<file path="config.mk">
export PLATFORM = sky130hd
export DESIGN_NAME = fetch_stage
export DESIGN_NICKNAME = d
export VERILOG_FILES = /design/src/rtl/fetch_stage.sv
export SDC_FILE = /design/constraint.sdc
export NUM_CORES = 1
export LEC_CHECK = 0
export ABC_AREA = 1
export ABC_CLOCK_PERIOD_IN_PS = 5950
export BUFFER_PORTS_ARGS = -buffer_cell sky130_fd_sc_hd__buf_2
export CAP_MARGIN = 10
export CORE_MARGIN = 4
export CORE_UTILIZATION = 50
export CTS_CLUSTER_SIZE = 25
export DETAILED_ROUTE_END_ITERATION = 8
export MAX_ROUTING_LAYER = met4
export PLACE_DENSITY = 0.8
export SLEW_MARGIN = 20
export SYNTH_ARGS = -nofsm -noshare
export SYNTH_HDL_FRONTEND = slang
export SYNTH_SLANG_ARGS = --single-unit
</file>
<file path="constraint.sdc">
create_clock -name i_clk -period 5.95 [get_ports i_clk]
set_input_delay 0.2975 -clock i_clk [delete_from_list [all_inputs] [get_ports i_clk]]
set_output_delay 0.2975 -clock i_clk [all_outputs]
set_load 0.005 [all_outputs]
</file>
<file path="src/rtl/fetch_stage.sv">
// Purpose : instruction fetch - owns the PC, reads a 1-cycle synchronous imem, registers IF/ID.
// Latency : a word fetched in cycle N is visible on o_inst from cycle N+2 (redirect target: 2 bubbles).
// Backpr. : i_stall holds IF/ID and fetch_pc; the one in-flight word parks in a 1-entry skid.
//
// Ports:
//   i_clk, i_rst                 clock (rising edge), asynchronous active-high reset
//   o_imem_raddr, o_imem_ren     fetch request; word returns on i_imem_rdata next cycle
//   i_imem_rdata                 instruction word for the request issued last cycle
//   i_stall                      downstream stall
//   i_redirect, i_redirect_pc    taken branch/jump: flush and refetch from target
//   o_inst, o_inst_pc,
//   o_inst_valid                 IF/ID register (o_inst = NOP_INST when not valid)
//   o_halt                       ebreak retired from IF/ID (sticky)
//   o_misaligned                 redirect target not word aligned (sticky)
//   o_fetch_count,
//   o_bubble_count               only with `define FETCH_PERF_EN: valid / bubble load counters
module fetch_stage #(
  parameter logic [31:0] RESET_ADDR = 32'h0000_0000,
  parameter logic [31:0] NOP_INST   = 32'h0000_0013
) (
  input  logic        i_clk,
  input  logic        i_rst,
  output logic [31:0] o_imem_raddr,
  output logic        o_imem_ren,
  input  logic [31:0] i_imem_rdata,
  input  logic        i_stall,
  input  logic        i_redirect,
  input  logic [31:0] i_redirect_pc,
  output logic [31:0] o_inst,
  output logic [31:0] o_inst_pc,
  output logic        o_inst_valid,
  output logic        o_halt,
  output logic        o_misaligned
`ifdef FETCH_PERF_EN
  ,
  output logic [31:0] o_fetch_count,
  output logic [31:0] o_bubble_count
`endif
);

  localparam logic [1:0] ST_RUN       = 2'd0;
  localparam logic [1:0] ST_HALT_PEND = 2'd1;
  localparam logic [1:0] ST_HALT      = 2'd2;
  localparam logic [1:0] ST_FAULT     = 2'd3;

  localparam logic [31:0] EBREAK_INST = 32'h0010_0073;

  logic [1:0]  state_q, state_d;
  logic [31:0] fetch_pc_q, fetch_pc_d;
  logic        req_valid_q, req_valid_d;
  logic [31:0] req_pc_q, req_pc_d;
  logic        skid_valid_q, skid_valid_d;
  logic [31:0] skid_inst_q, skid_inst_d;
  logic [31:0] skid_pc_q, skid_pc_d;
  logic [31:0] inst_q, inst_d;
  logic [31:0] inst_pc_q, inst_pc_d;
  logic        inst_valid_q, inst_valid_d;
  logic        halt_q, halt_d;
  logic        misaligned_q, misaligned_d;
  logic        ren;

  // A stall never issues, so at most one response can be outstanding and
  // the single skid entry always has room.
  assign ren = (state_q == ST_RUN) && !i_stall && !i_redirect;

  assign o_imem_ren   = ren;
  assign o_imem_raddr = fetch_pc_q;
  assign o_inst       = inst_q;
  assign o_inst_pc    = inst_pc_q;
  assign o_inst_valid = inst_valid_q;
  assign o_halt       = halt_q;
  assign o_misaligned = misaligned_q;

  always_comb begin
    state_d      = state_q;
    fetch_pc_d   = fetch_pc_q;
    req_valid_d  = ren;
    req_pc_d     = req_pc_q;
    skid_valid_d = skid_valid_q;
    skid_inst_d  = skid_inst_q;
    skid_pc_d    = skid_pc_q;
    inst_d       = inst_q;
    inst_pc_d    = inst_pc_q;
    inst_valid_d = inst_valid_q;
    halt_d       = halt_q;
    misaligned_d = misaligned_q;

    if (ren) begin
      req_pc_d   = fetch_pc_q;
      fetch_pc_d = fetch_pc_q + 32'd4;
    end

    case (state_q)
      ST_RUN, ST_HALT_PEND: begin
        if (i_redirect) begin
          // Redirect wins over stall; anything fetched so far is wrong-path.
          inst_d       = NOP_INST;
          inst_valid_d = 1'b0;
          skid_valid_d = 1'b0;
          fetch_pc_d   = i_redirect_pc;
          if (i_redirect_pc[1:0] != 2'b00) begin
            state_d      = ST_FAULT;
            misaligned_d = 1'b1;
          end else begin
            state_d = ST_RUN;
          end
        end else if (state_q == ST_HALT_PEND) begin
          // Nothing behind the ebreak may enter IF/ID.
          skid_valid_d = 1'b0;
          if (!i_stall) begin
            inst_d       = NOP_INST;
            inst_valid_d = 1'b0;
            state_d      = ST_HALT;
            halt_d       = 1'b1;
          end
        end else if (i_stall) begin
          if (req_valid_q) begin
            skid_valid_d = 1'b1;
            skid_inst_d  = i_imem_rdata;
            skid_pc_d    = req_pc_q;
          end
        end else begin
          if (skid_valid_q) begin
            inst_d       = skid_inst_q;
            inst_pc_d    = skid_pc_q;
            inst_valid_d = 1'b1;
            skid_valid_d = 1'b0;
          end else if (req_valid_q) begin
            inst_d       = i_imem_rdata;
            inst_pc_d    = req_pc_q;
            inst_valid_d = 1'b1;
          end else begin
            inst_d       = NOP_INST;
            inst_valid_d = 1'b0;
          end
          if (inst_valid_d && (inst_d == EBREAK_INST)) begin
            state_d = ST_HALT_PEND;
          end
        end
      end
      default: ; // HALT and FAULT are terminal until reset
    endcase
  end

  always_ff @(posedge i_clk or posedge i_rst) begin
    if (i_rst) begin
      state_q      <= ST_RUN;
      fetch_pc_q   <= RESET_ADDR;
      req_valid_q  <= 1'b0;
      req_pc_q     <= 32'd0;
      skid_valid_q <= 1'b0;
      skid_inst_q  <= 32'd0;
      skid_pc_q    <= 32'd0;
      inst_q       <= NOP_INST;
      inst_pc_q    <= 32'd0;
      inst_valid_q <= 1'b0;
      halt_q       <= 1'b0;
      misaligned_q <= 1'b0;
    end else begin
      state_q      <= state_d;
      fetch_pc_q   <= fetch_pc_d;
      req_valid_q  <= req_valid_d;
      req_pc_q     <= req_pc_d;
      skid_valid_q <= skid_valid_d;
      skid_inst_q  <= skid_inst_d;
      skid_pc_q    <= skid_pc_d;
      inst_q       <= inst_d;
      inst_pc_q    <= inst_pc_d;
      inst_valid_q <= inst_valid_d;
      halt_q       <= halt_d;
      misaligned_q <= misaligned_d;
    end
  end

`ifdef FETCH_PERF_EN
  logic [31:0] fetch_count_q, fetch_count_d;
  logic [31:0] bubble_count_q, bubble_count_d;
  logic        ifid_load;

  // IF/ID is written whenever a live state is not held by a stall (redirect overrides stall).
  assign ifid_load = ((state_q == ST_RUN) || (state_q == ST_HALT_PEND)) && (i_redirect || !i_stall);

  always_comb begin
    fetch_count_d  = fetch_count_q;
    bubble_count_d = bubble_count_q;
    if (ifid_load && inst_valid_d) begin
      fetch_count_d = fetch_count_q + 32'd1;
    end
    if (ifid_load && !inst_valid_d && (state_q == ST_RUN) && !i_stall) begin
      bubble_count_d = bubble_count_q + 32'd1;
    end
  end

  always_ff @(posedge i_clk or posedge i_rst) begin
    if (i_rst) begin
      fetch_count_q  <= 32'd0;
      bubble_count_q <= 32'd0;
    end else begin
      fetch_count_q  <= fetch_count_d;
      bubble_count_q <= bubble_count_d;
    end
  end

  assign o_fetch_count  = fetch_count_q;
  assign o_bubble_count = bubble_count_q;
`endif

endmodule

</file>
Word-level counts from Yosys, hierarchy flattened
Cells that the tools add are included.
{"block": "totals", "reg_bits": 199, "inputBits": 68, "output_inout_bits": 100, "elab_cells": 72}
{"block": "op_classes", "addsub": 1, "eq_ne": 4, "mux": 35, "bitwise_logic": 3, "reduce_logical": 17}
{"operator": "$mux 32", "count": 15}
{"operator": "$add 32x3->32 const B", "count": 1}
{"operator": "$eq 32x21->1 const B", "count": 1}
{"operator": "$mux 1", "count": 14}
{"operator": "$mux 2", "count": 6}
{"operator": "$reduce_and 5->1", "count": 2}
{"operator": "$reduce_and 3->1", "count": 2}
{"operator": "$ne 4x1->1 const B", "count": 1}
{"operator": "$reduce_and 2->1", "count": 2}
{"operator": "$reduce_and 4->1", "count": 1}
{"operator": "$reduce_bool 2->1", "count": 2}
{"operator": "$logic_and 1x1->1", "count": 3}
{"operator": "$not 1->1", "count": 3}
{"operator": "$reduce_bool 3->1", "count": 1}
{"operator": "$eq 2x1->1 const B", "count": 1}
{"operator": "$logic_not 1->1", "count": 2}
{"operator": "$logic_not 2->1", "count": 1}
{"operator": "$ne 2x1->1 const B", "count": 1}
{"operator": "$reduce_or 2->1", "count": 1}

Depth between registers and ports, before layout
Gate-level depths: netlist (run 1).
{"block": "logic_depth", "word_depth": 12, "mapped_depth": 14, "ltp_nobuf": 13}

Worst setup path after synthesis (run 1)
Ideal clock, no wire load.
{"block": "synth_timing", "path_kind": "reg-to-reg", "startpoint": "register fetch_pc_q[2], in the netlist o_imem_raddr[2]", "endpoint": "register fetch_pc_q[22], in the netlist o_imem_raddr[22]", "setup_ns": 0.117, "arrival_time_ns": 1.516, "required_ns": 5.833, "path_slack_ns": 4.317, "path_stages_with_launch": 11, "n_path_buf": 0, "synth_period_minus_slack_ns": 1.633, "path_cell_list": "dfrtp_1 -> ha_1 -> nand2_1 -> nor2_1 -> nand2_1 -> nor3_4 -> nand2_2 -> nor2_4 -> nand3_1 -> nand3_1 -> nand2_1"}
{"block": "synth_between", "elab_chain_len": 4}
{"element": "start: declaration", "line_no": "49", "source": "logic [31:0] fetch_pc_q, fetch_pc_d;"}
{"element": "start signal: assignment", "line_no": "161", "source": "fetch_pc_q <= fetch_pc_d;"}
{"element": "$add 32x3->32 (*)", "line_no": "90", "source": "fetch_pc_d = fetch_pc_q + 32'd4;"}
{"element": "$mux 32 (*)", "line_no": "88", "source": "if (ren) begin"}
{"element": "$mux 32", "line_no": "95", "source": "if (i_redirect) begin"}
{"element": "$mux 32 (*)", "line_no": "93", "source": "case (state_q)"}
{"element": "via fetch_pc_d[22]", "line_no": "49"}
Mark *: on every way through the listed nets, which the timed path passes. The rest lies on a longest branch.
A chain may end at the register's enable or synchronous reset.

Final worst setup path (run 1)
{"block": "layout_timing", "startpoint": "register req_valid_q", "endpoint": "register skid_pc_q[27]"}
{"block": "layout_between", "elab_chain_len": 1}
{"element": "start: declaration", "line_no": "50", "source": "logic req_valid_q, req_valid_d;"}
{"element": "start signal: assignment", "line_no": "162", "source": "req_valid_q <= req_valid_d;"}
{"element": "$reduce_and 5->1 (no source line)"}
{"element": "end signal: assignment", "line_no": "166", "source": "skid_pc_q <= skid_pc_d;"}
{"element": "end: declaration", "line_no": "54", "source": "logic [31:0] skid_pc_q, skid_pc_d;"}
Every way passes these cells.

==> run metrics, run 1 <==
status=completed; CP Class=reg -> reg; largest stage delay on the critical path=0.78 ns; Clock Sinks=199; Port-buffer cells=167; CTS buffer count=17; ANT nets after route=0; Chip Width=146 um; wire per inst=14.9 um; worst path buffer plus inverter count=3; # setup viols final=0; worst skew pair latency=0.44 ns; CP Capture Type=register; Placeable Area=18600 um2; Static Leakage=6.07 nW; WL met3=1.62 mm; first-pass GRT wire length=41.3 mm; Peak Freq=0.360 GHz; GP Congestion=0.922; xor/xnor share of the synthesized area=0.0111; crit-path max FO=76; DR vias=8420; drt first pass iters=5; post-CTS setup buffers=0; Mapped Area=9450 um2; Post-Synth Simple-Gate Area=0.309; RSZ-0062 raised after global routing=no; initial antenna violation count=0; met2 wire len=10.9 mm; cell mode on critical path=nand2_1; Total GRT Usage=0.244; multi-input logic area=3830 um2; Power Density=248 nW/um2; clk buf depth=2; total gr overflow=0; Mapped Cells=1244; cells along the critical path=inv_1 > a31oi_1 > nand3_2 > buf_4 > inv_2 > nand2_1 > nand2_1; max-slew violations=0; Syn Area/Cell=7.60 um2; clock skew=0.0142 ns; clock slew at reported path FFs=0.07 ns; number of global-route vias before repair=8127; Reg area=4990 um2; # diodes=0; worst rel slew slack=0.345; Layout Nets=1447; die area=21200 um2; worst hold-check path type=in -> async; Clock Root Buffer=clkbuf_16; Peak VDD IR=212 uV; uppermost layer routed=met4; Area Overhead vs Synth=16.5%; DR DRC count=0; drt total wl=24.3 mm; CTS tree=done; Final Hold Fails=0; Distinct cells, synth=33; Initial Utilization=0.507; main combinational cell family by area after synthesis=simple AND/OR/NAND/NOR gates; layout cells sized above 1=0.175; hpwl dp=16.8 mm; crit path time final=2.78 ns; filler cell count=1684; register area share after synthesis=0.527; Yosys warnings=0; largest net degree at the start of global routing=137; fin crit share=0.467; Hold WS=0.0554 ns; number of DRC markers in iteration 0=758; std cell rows=50; post-synthesis mux area share=0; slowest CP cell=inv_2; Max H-tree Level=4; maxcap violations=0; vias per inst=5.18; WL met1=11.3 mm; Setup TNS=0 ns; worst slew pin tran=0.981 ns; post_cts resized=0; post-synthesis adder-cell area fraction=0.00132; Crit path max-delay family=buffers and inverters; Levels on crit path=7; Die H=146 um; Worst Path Arrival=3.14 ns; syn_nets=1313; number of synthesized register bits=199; Post-CTS Hold Buffers=0; Worst Setup Start Kind=register; Synth Area in Compound Gates=0.0827; Required @ worst endpoint=6.32 ns; Ports=168; r2r worst-path depth=7
[cell families (layout without fill, tap and decap cells)]
logic type,Yosys count,count (layout)
adder cells (fa/ha/maj),1,1
buffers and inverters,162,309
AO/OA/AOI/OAI,141,141
AND/OR/NAND/NOR,729,729
XOR/XNOR,12,12
flip-flops,199,199
[Yosys cell counts, drive strengths merged]
cell    instances  area share
a21oi          13      0.0069
a22o            4      0.0037
a31oi          33       0.022
and2            2      0.0013
and3            1     0.00066
buf            33       0.017
clkbuf         27       0.011
dfrtp         196        0.52
dfstp           3      0.0083
ha              1      0.0013
inv           102       0.040
nand2         516        0.21
nand3          43       0.023
nand4           5      0.0033
nor2          139       0.058
nor3           11      0.0082
o211ai          2      0.0016
o21a            3      0.0024
o21ai          83       0.044
o21bai          2      0.0016
o31ai           1     0.00079
or2            12      0.0079
xnor2           1     0.00093
xor2           11       0.010
[where the power goes]
group / internal, W / leakage, nW / switching, W
combinational: 0.0000450 / 3.13 / 0.0000830
clock: 0.000673 / 0.295 / 0.000538
sequential: 0.00137 / 2.64 / 0.0000231
total: 0.00209 / 6.07 / 0.000644
[path summary, 6_finish.rpt]
path / from / end / slack (ns)
max: req_valid_q / skid_pc_q[27] / 3.17
min: i_rst / o_inst[27] / 0.06
max reg2reg: req_valid_q / skid_pc_q[27] / 3.17
min reg2reg: o_halt / o_halt / 0.47
max in group asynchronous: i_rst / o_inst_pc[17] / 4.48
min in group i_clk: i_imem_rdata[17] / skid_inst_q[17] / 0.07
[placed cells by master, fill, tap and decap left out, drive strengths merged, types with 12 or more instances in the layout]
| master | instances |
|---|---|
| a21oi | 13 |
| a31oi | 33 |
| buf | 175 |
| clkbuf | 17 |
| dfrtp | 196 |
| inv | 109 |
| nand2 | 516 |
| nand3 | 43 |
| nor2 | 139 |
| o21ai | 83 |
| or2 | 12 |
[layout make-up]
cell class / instances / area share
Clock buffer: 17 / 0.0386
Inverter: 102 / 0.0355
Tap cell: 234 / 0.0266
Timing Repair Buffer: 175 / 0.0814
Sequential cell: 199 / 0.453
Multi-Input combinational cell: 883 / 0.348
Clock inverter: 15 / 0.0172
[through the flow]
stage	total power (W)	area (um2)	setup WS, ns	std cells	utilization
final	0.00273	11000	3.17	1625	0.591
after global routing	0.00282	11000	2.90	1625	0.591
after CTS	0.00275	11000	2.78	1625	0.590
after detailed placement	0.00155	10400	2.84	1593	0.558
after global placement	0.00154	10400	2.98	1593	0.558
after floorplan	0.00148	9450	0.232	1244	-
[routing by layer]
| metal | track usage | up-vias |
|---|---|---|
| li1 | - | 4132 |
| met1 | 0.356 | 3959 |
| met2 | 0.361 | 301 |
| met3 | 0.0420 | 28 |
| met4 | 0.0541 | 0 |
| met5 | - | - |
[registers in the layout, summed over array words and instances, names as in the netlist]
name          count
o_imem_raddr     32
o_inst           32
o_inst_pc        32
req_pc_q         32
skid_inst_q      32
skid_pc_q        32
state_q           2
o_halt            1
o_inst_valid      1
o_misaligned      1
req_valid_q       1
skid_valid_q      1
Power figures use the tool's default switching activity.
==> inputs of run 2 (changes only) <==
Settings changed: ABC_AREA 1 to 0, ABC_CLOCK_PERIOD_IN_PS 5950 to 2400, PLACE_DENSITY 0.8 to 0.81.
Clock period 5.95 ns to 2.4 ns, I/O delays scaled along.
==> run 2 against run 1 <==
- critical path depth grew 1
- sequential power grew 150%
- combinational power grew to 2.6 times the previous value
- die area shrank 7.5%
- power grew 140%
- cell area grew 0.68%
- synthesized area shrank 7.9%
==> run metrics, run 2 <==
cells along the critical path=nor2_2 > nand3_2 > inv_2 > nand4_2 > buf_4 > nor4_2 > xnor2_1 > o21ai_1 (was inv_1 > a31oi_1 > nand3_2 > buf_4 > inv_2 > nand2_1 > nand2_1); Logic pwr share=0.050 (was 0.047); top-area cell type share of the netlist area=0.563 (was 0.519); CTS buffer count=17 (unchanged); GP Congestion=0.831 (was 0.922); synth cell count leaders=207 x nand2_1, 196 x dfrtp_1, 79 x o21ai_0, 64 x mux2_2, 42 x clkbuf_1 (was 511 x nand2_1, 196 x dfrtp_1, 134 x nor2_1, 98 x inv_1, 79 x o21ai_0); sw frac=0.221 (was 0.236); Max H-tree Level=4 (unchanged); Initial Utilization=0.518 (was 0.507); clk buf depth=2 (unchanged); vias per inst=5.60 (was 5.18); Worst Setup Start Kind=register (unchanged); number of global-route vias before repair=7085 (was 8127); Distinct cells, synth=46 (was 33); initial antenna violation count=3 (was 0); Yosys warnings=0 (unchanged); max-slew violations=0 (unchanged); DR vias=7149 (was 8420); # setup viols final=0 (unchanged); Chip Width=140 um (was 146 um); met2 Use GR=0.381 (was 0.361); number of DRC markers in iteration 0=602 (was 758); most common cell after layout, fill and taps aside=nand2_1 (unchanged); post-CTS setup buffers=0 (unchanged); post_cts resized=0 (unchanged); Required @ worst endpoint=2.71 ns (was 6.32 ns); Static Leakage=5.58 nW (was 6.07 nW); drt first pass iters=5 (unchanged); Clk network pwr share=0.434 (was 0.444); Worst Path Arrival=2.39 ns (was 3.14 ns); ANT nets after route=0 (unchanged); drt total wl=23.2 mm (was 24.3 mm); crit path time final=2.07 ns (was 2.78 ns); crit-path max FO=20 (was 76); worst hold-check path type=in -> reg (was in -> async); top-count cell post-synth=nand2_1 (unchanged); synth top area cells=dfrtp_1 56%, nand2_1 8.9%, mux2_2 8.3% (was dfrtp_1 52%, nand2_1 20%, nor2_1 5.3%); commonest cells after routing, fill and taps aside=207 x nand2_1, 195 x dfrtp_1, 167 x buf_2 (was 511 x nand2_1, 194 x dfrtp_1, 167 x buf_2); number of synthesized register bits=199 (unchanged); filler cell count=1272 (was 1684); global routing's busiest layer=met2 (unchanged); Total GRT Usage=0.245 (was 0.244); switching pwr=0.00147 W (was 0.000644 W); wire per inst=18.2 um (was 14.9 um); Flop pwr share=0.517 (was 0.509); maxcap violations=0 (unchanged); Placed Instance Area=9830 um2 (was 10400 um2); worst slew pin tran=0.715 ns (was 0.981 ns); Placeable Area=16800 um2 (was 18600 um2); Clock Sinks=199 (unchanged); Power Density=599 nW/um2 (was 248 nW/um2); Peak Freq=0.482 GHz (was 0.360 GHz); final instance area=11100 um2 (was 11000 um2); slowest CP cell=dfrtp_1 (was inv_2); Syn Area/Cell=10.6 um2 (was 7.60 um2); Die H=140 um (was 146 um); Port-buffer cells=167 (unchanged); largest stage delay on the critical path=0.48 ns (was 0.78 ns); CP Capture Type=register (unchanged); grt met1 use=0.319 (was 0.356); Top FF cell, synth=dfrtp_1 (unchanged); die area=19600 um2 (was 21200 um2); fin crit share=0.864 (was 0.467); total gr overflow=0 (unchanged); layout cells sized above 1=0.289 (was 0.175); DR DRC count=0 (unchanged); register area share after synthesis=0.572 (was 0.527); Final Hold Fails=0 (unchanged); CTS tree=done (unchanged); hpwl dp=14.5 mm (was 16.8 mm); Peak VDD IR=569 uV (was 212 uV); worst rel slew slack=0.523 (was 0.345); Async S/R FF share, synth=1.00 (unchanged); clock slew at reported path FFs=0.07 ns (about the same); Area Overhead vs Synth=27.3% (was 16.5%); CP Class=reg -> reg (unchanged); std cell rows=47 (was 50); largest net degree at the start of global routing=80 (was 137); area leader, netlist=dfrtp_1 (unchanged); number of synthesized flops with an enable pin=0 (unchanged); first-pass GRT wire length=37.6 mm (was 41.3 mm); syn_nets=889 (was 1313); clock skew=0.00812 ns (was 0.0142 ns); Mapped Area=8710 um2 (was 9450 um2); Ports=168 (unchanged); Pint=0.00517 W (was 0.00209 W); Layout Nets=1109 (was 1447); overall power=0.00664 W (was 0.00273 W); worst skew pair latency=0.43 ns (was 0.44 ns); GRT met3 Usage=0.0501 (was 0.0420); Clock Root Buffer=clkbuf_16 (unchanged); RSZ-0062 raised after global routing=no (unchanged); status=completed (unchanged); Mapped Cells=820 (was 1244)
==> run 2: cell count changes in the layout (fill, tap and decap cells not counted), sizes merged, moves of 11 or more <==
cell         before  now
nand2           516  207
nor2            139   11
inv             109   14
dlygate4sd3       0   66
mux2              0   64
mux2i             0   32
a31oi            33    2
nand3            43   13
a22oi             0   26
xnor2             1   21
nor4              0   16
o21ai            83   98
or2              12    1
==> run 2: per-stage QoR <==
stage / setup TNS [ns] / util / setup slack (ns) / hold slack [ns] / cells
2_1_floorplan: -57.21 / - / -0.292 / 0.225 / 820
3_3_place_gp: 0 / 0.584 / 0.489 / 0.198 / 1175
3_5_place_dp: 0 / 0.584 / 0.390 / 0.207 / 1175
4_1_cts: 0 / 0.659 / 0.375 / 0.00697 / 1273
5_1_grt: 0 / 0.659 / 0.199 / 0.0241 / 1276
6_report: 0 / 0.659 / 0.326 / 0.0234 / 1276
==> run 2: cells by family (layout without fill, tap and decap cells) <==
| group | count (synthesis) | count (layout) | share of synthesized area |
|---|---|---|---|
| compound gates | 149 | 149 | 0.0990 |
| mux | 96 | 96 | 0.120 |
| buf+inv | 61 | 294 | 0.0283 |
| simple gates | 286 | 286 | 0.151 |
| xor+xnor | 28 | 28 | 0.0282 |
| fa+ha+maj | 1 | 1 | 0.00144 |
| flops | 199 | 199 | 0.572 |
| other cells | 0 | 3 | 0 |
==> run 2: critical path, delay by kind of cell, from the launching register on <==
kind	cells	cell delay, ns
AOI/OAI and AO/OA	1	0.08
buffers and inverters	2	0.41
xor gates and xnor gates	1	0.17
DFF	1	0.48
and+or+nand+nor	4	0.81
==> run 2: path summary, 6_finish.rpt <==
path                              startpoint  slack [ns]               end  cells after the start
worst min-delay path                 i_stall        0.02      skid_valid_q                      3
min in group asynchronous              i_rst        0.29     o_inst_pc[31]                      3
worst max-delay path              state_q[1]        0.33  o_imem_raddr[23]                      8
worst min register to register  o_inst_pc[7]        0.47      o_inst_pc[7]                      2
worst max register to register    state_q[1]        0.33  o_imem_raddr[23]                      8
max in group asynchronous              i_rst        1.29         o_inst[1]                      4
==> run 2: power by group through the flow <==
stage | registers (W) | logic [W] | clock network, W
2_1_floorplan | 0.00348 | 0.0000947 | 0
3_3_place_gp | 0.00349 | 0.000240 | 0
5_1_grt | 0.00343 | 0.000364 | 0.00304
6_report | 0.00343 | 0.000330 | 0.00288
3_5_place_dp | 0.00349 | 0.000244 | 0
4_1_cts | 0.00343 | 0.000329 | 0.00292
==> run 2: layout make-up <==
| class | count | area [um2] | share of cell area |
|---|---|---|---|
| Antenna cell | 3 | 7.51 | 0.000677 |
| Clock buffer | 22 | 474 | 0.0428 |
| Clock inverter | 10 | 116 | 0.0105 |
| Inverter | 12 | 48.8 | 0.00440 |
| Multi-Input combinational cell | 560 | 3500 | 0.316 |
| Sequential cell | 199 | 4990 | 0.450 |
| Tap cell | 220 | 275 | 0.0248 |
| Timing Repair Buffer | 250 | 1670 | 0.151 |
==> run 2: repair_timing <==
action / in CTS / in global routing
setup endpoints to repair: 0 / 0
hold buffers: 66 / 0
hold endpoints to repair: 86 / 0
==> run 2: metal layers <==
metal	share of wire	wire length (um)	up-vias
met5	0	0	-
met4	0.033	768	0
met3	0.060	1380	60
met2	0.49	11300	262
met1	0.42	9730	3541
li1	-	-	3286
==> inputs of run 3 (changes only) <==
Settings changed: RECOVER_POWER set to 25.
==> run 3 against run 2 <==
- utilization is 0.39 points lower
- worst hold slack better by 0.0041 ns
- fmax is 1.4% lower
- global-route usage stayed put
- wire length stayed put
- cell area is 0.60% lower
- clock skew hardly changed
- power is 0.15% lower
- via count is 0.11% higher
- critical path depth stayed put
- flip-flop and latch count stayed put
- register-to-register slack worse by 0.03 ns
- critical endpoint unchanged
==> run metrics, run 3 (synthesized netlist as in run 2, its figures left out) <==
Ports=168 (unchanged); drt total wl=23.2 mm (unchanged); drt first pass iters=5 (unchanged); die area=19600 um2 (unchanged); Clock Sinks=199 (unchanged); Setup WS pre-CTS=0.390 ns (unchanged); cells along the critical path=nor2_1 > nand3_2 > inv_2 > nand4_2 > buf_4 > nor4_2 > xnor2_1 > o21ai_1 (was nor2_2 > nand3_2 > inv_2 > nand4_2 > buf_4 > nor4_2 > xnor2_1 > o21ai_1); std cell rows=47 (unchanged); DR DRC count=0 (unchanged); CTS tree=done (unchanged); Area Overhead vs Synth=26.5% (was 27.3%); GP Congestion=0.831 (unchanged); grt met1 use=0.319 (unchanged); Die H=140 um (unchanged); clk buf depth=2 (unchanged); Worst Path Arrival=2.41 ns (was 2.39 ns); hpwl dp=14.5 mm (unchanged); number of DRC markers in iteration 0=571 (was 602); Placeable Area=16800 um2 (unchanged); vias per inst=5.61 (was 5.60); fin crit share=0.876 (was 0.864); post-layout util=0.655 (was 0.659); most common cell after layout, fill and taps aside=nand2_1 (unchanged); Max H-tree Level=4 (unchanged); CTS buffer count=17 (unchanged); Total GRT Usage=0.245 (unchanged); worst hold-check path type=in -> reg (unchanged); Peak VDD IR=566 uV (was 569 uV); CP Class=reg -> reg (unchanged); Peak Freq=0.475 GHz (was 0.482 GHz); largest stage delay on the critical path=0.47 ns (was 0.48 ns); final setup margin=0.297 ns (was 0.326 ns); initial antenna violation count=3 (unchanged); DR vias=7157 (was 7149); crit-path max FO=20 (unchanged); Initial Utilization=0.518 (unchanged); slowest CP cell=dfrtp_1 (unchanged); clock slew at reported path FFs=0.07 ns (about the same); # setup viols final=0 (unchanged); Hold WS=0.0275 ns (was 0.0234 ns); commonest cells after routing, fill and taps aside=207 x nand2_1, 195 x dfrtp_1, 128 x buf_2 (was 207 x nand2_1, 195 x dfrtp_1, 167 x buf_2); Port-buffer cells=167 (unchanged); Clock Root Buffer=clkbuf_16 (unchanged); RSZ-0062 raised after global routing=no (unchanged); layout cells sized above 1=0.251 (was 0.289); met2 Use GR=0.381 (unchanged); maxcap violations=0 (unchanged); Final Hold Fails=0 (unchanged); Layout Nets=1109 (unchanged); max-slew violations=0 (unchanged); worst slew pin tran=1.07 ns (was 0.715 ns); status=completed (unchanged); Setup TNS=0 ns (unchanged); crit path time final=2.10 ns (was 2.07 ns); CP Capture Type=register (unchanged); Worst Setup Start Kind=register (unchanged); largest net degree at the start of global routing=80 (unchanged); Static Leakage=5.41 nW (was 5.58 nW); GRT met3 Usage=0.0501 (unchanged); Chip Width=140 um (unchanged); worst skew pair latency=0.43 ns (about the same); clock skew=0.00796 ns (was 0.00812 ns); first-pass GRT wire length=37.6 mm (unchanged); Required @ worst endpoint=2.71 ns (about the same); ANT nets after route=0 (unchanged); total gr overflow=0 (unchanged); Power Density=602 nW/um2 (was 599 nW/um2); overall power=0.00663 W (was 0.00664 W); global routing's busiest layer=met2 (unchanged); worst rel slew slack=0.283 (was 0.523); number of global-route vias before repair=7085 (unchanged); wire per inst=18.2 um (unchanged)
run 3: cell types whose count changed in the layout (fill, tap and decap cells not counted):
cell | previous run | this run
clkbuf_4 | 0 | 1
clkinvlp_4 | 3 | 2
nor2_2 | 1 | 0
nor2_1 | 9 | 10
clkinvlp_2 | 0 | 1
buf_2 | 167 | 128
clkbuf_1 | 2 | 41
buf_12 | 4 | 3
run 3: area by class of cell:
class	instances	area [um2]
Fill cell	1291	5800
Sequential cell	199	4990
Multi-Input combinational cell	560	3500
Timing Repair Buffer	250	1610
Clock buffer	22	474
Tap cell	220	275
Clock inverter	10	116
Inverter	12	46.3
Antenna cell	3	7.51
run 3: timing repair:
item / in CTS / in global routing
buffers inserted: 0 / 0
hold buffers: 66 / 0
endpoints found under the hold margin: 86 / 0
gates resized for setup: 0 / 0
run 3: power breakdown:
group	internal [W]	total [W]	switching [W]	leakage [nW]
combinational	0.000161	0.000325	0.000164	2.40
sequential	0.00338	0.00343	0.0000483	2.72
clock	0.00163	0.00287	0.00125	0.287
total	0.00517	0.00663	0.00146	5.41
run 3: worst max-delay path: cells and delay by family, from the launching register on:
family,cells,cell delay (ns)
xor gates and xnor gates,1,0.16
DFF,1,0.47
and+or+nand+nor,4,0.86
AOI/OAI and AO/OA,1,0.08
buffers and inverters,2,0.41
run 3: path summary, 6_finish.rpt:
kind                            cells past startpoint               end          from  slack [ns]
worst max-delay path                                8  o_imem_raddr[23]    state_q[1]        0.30
worst min-delay path                                3      skid_valid_q       i_stall        0.03
worst max register to register                      8  o_imem_raddr[23]    state_q[1]        0.30
worst min register to register                      2      o_inst_pc[7]  o_inst_pc[7]        0.47
max in group asynchronous                           4  o_imem_raddr[27]         i_rst        0.50
min in group asynchronous                           3     o_inst_pc[31]         i_rst        0.42
run 3: layer usage:
metal	part of all wire	vias up
met2	0.49	257
met5	0	-
met1	0.42	3546
met4	0.033	0
li1	-	3291
met3	0.059	63
run 3: through the flow:
step | cell area (um2) | std cells
finish | 11000 | 1276
global route | 11000 | 1276
detailed placement | 9830 | 1175
floorplan | 8710 | 820
CTS | 11100 | 1273
global placement | 9830 | 1175
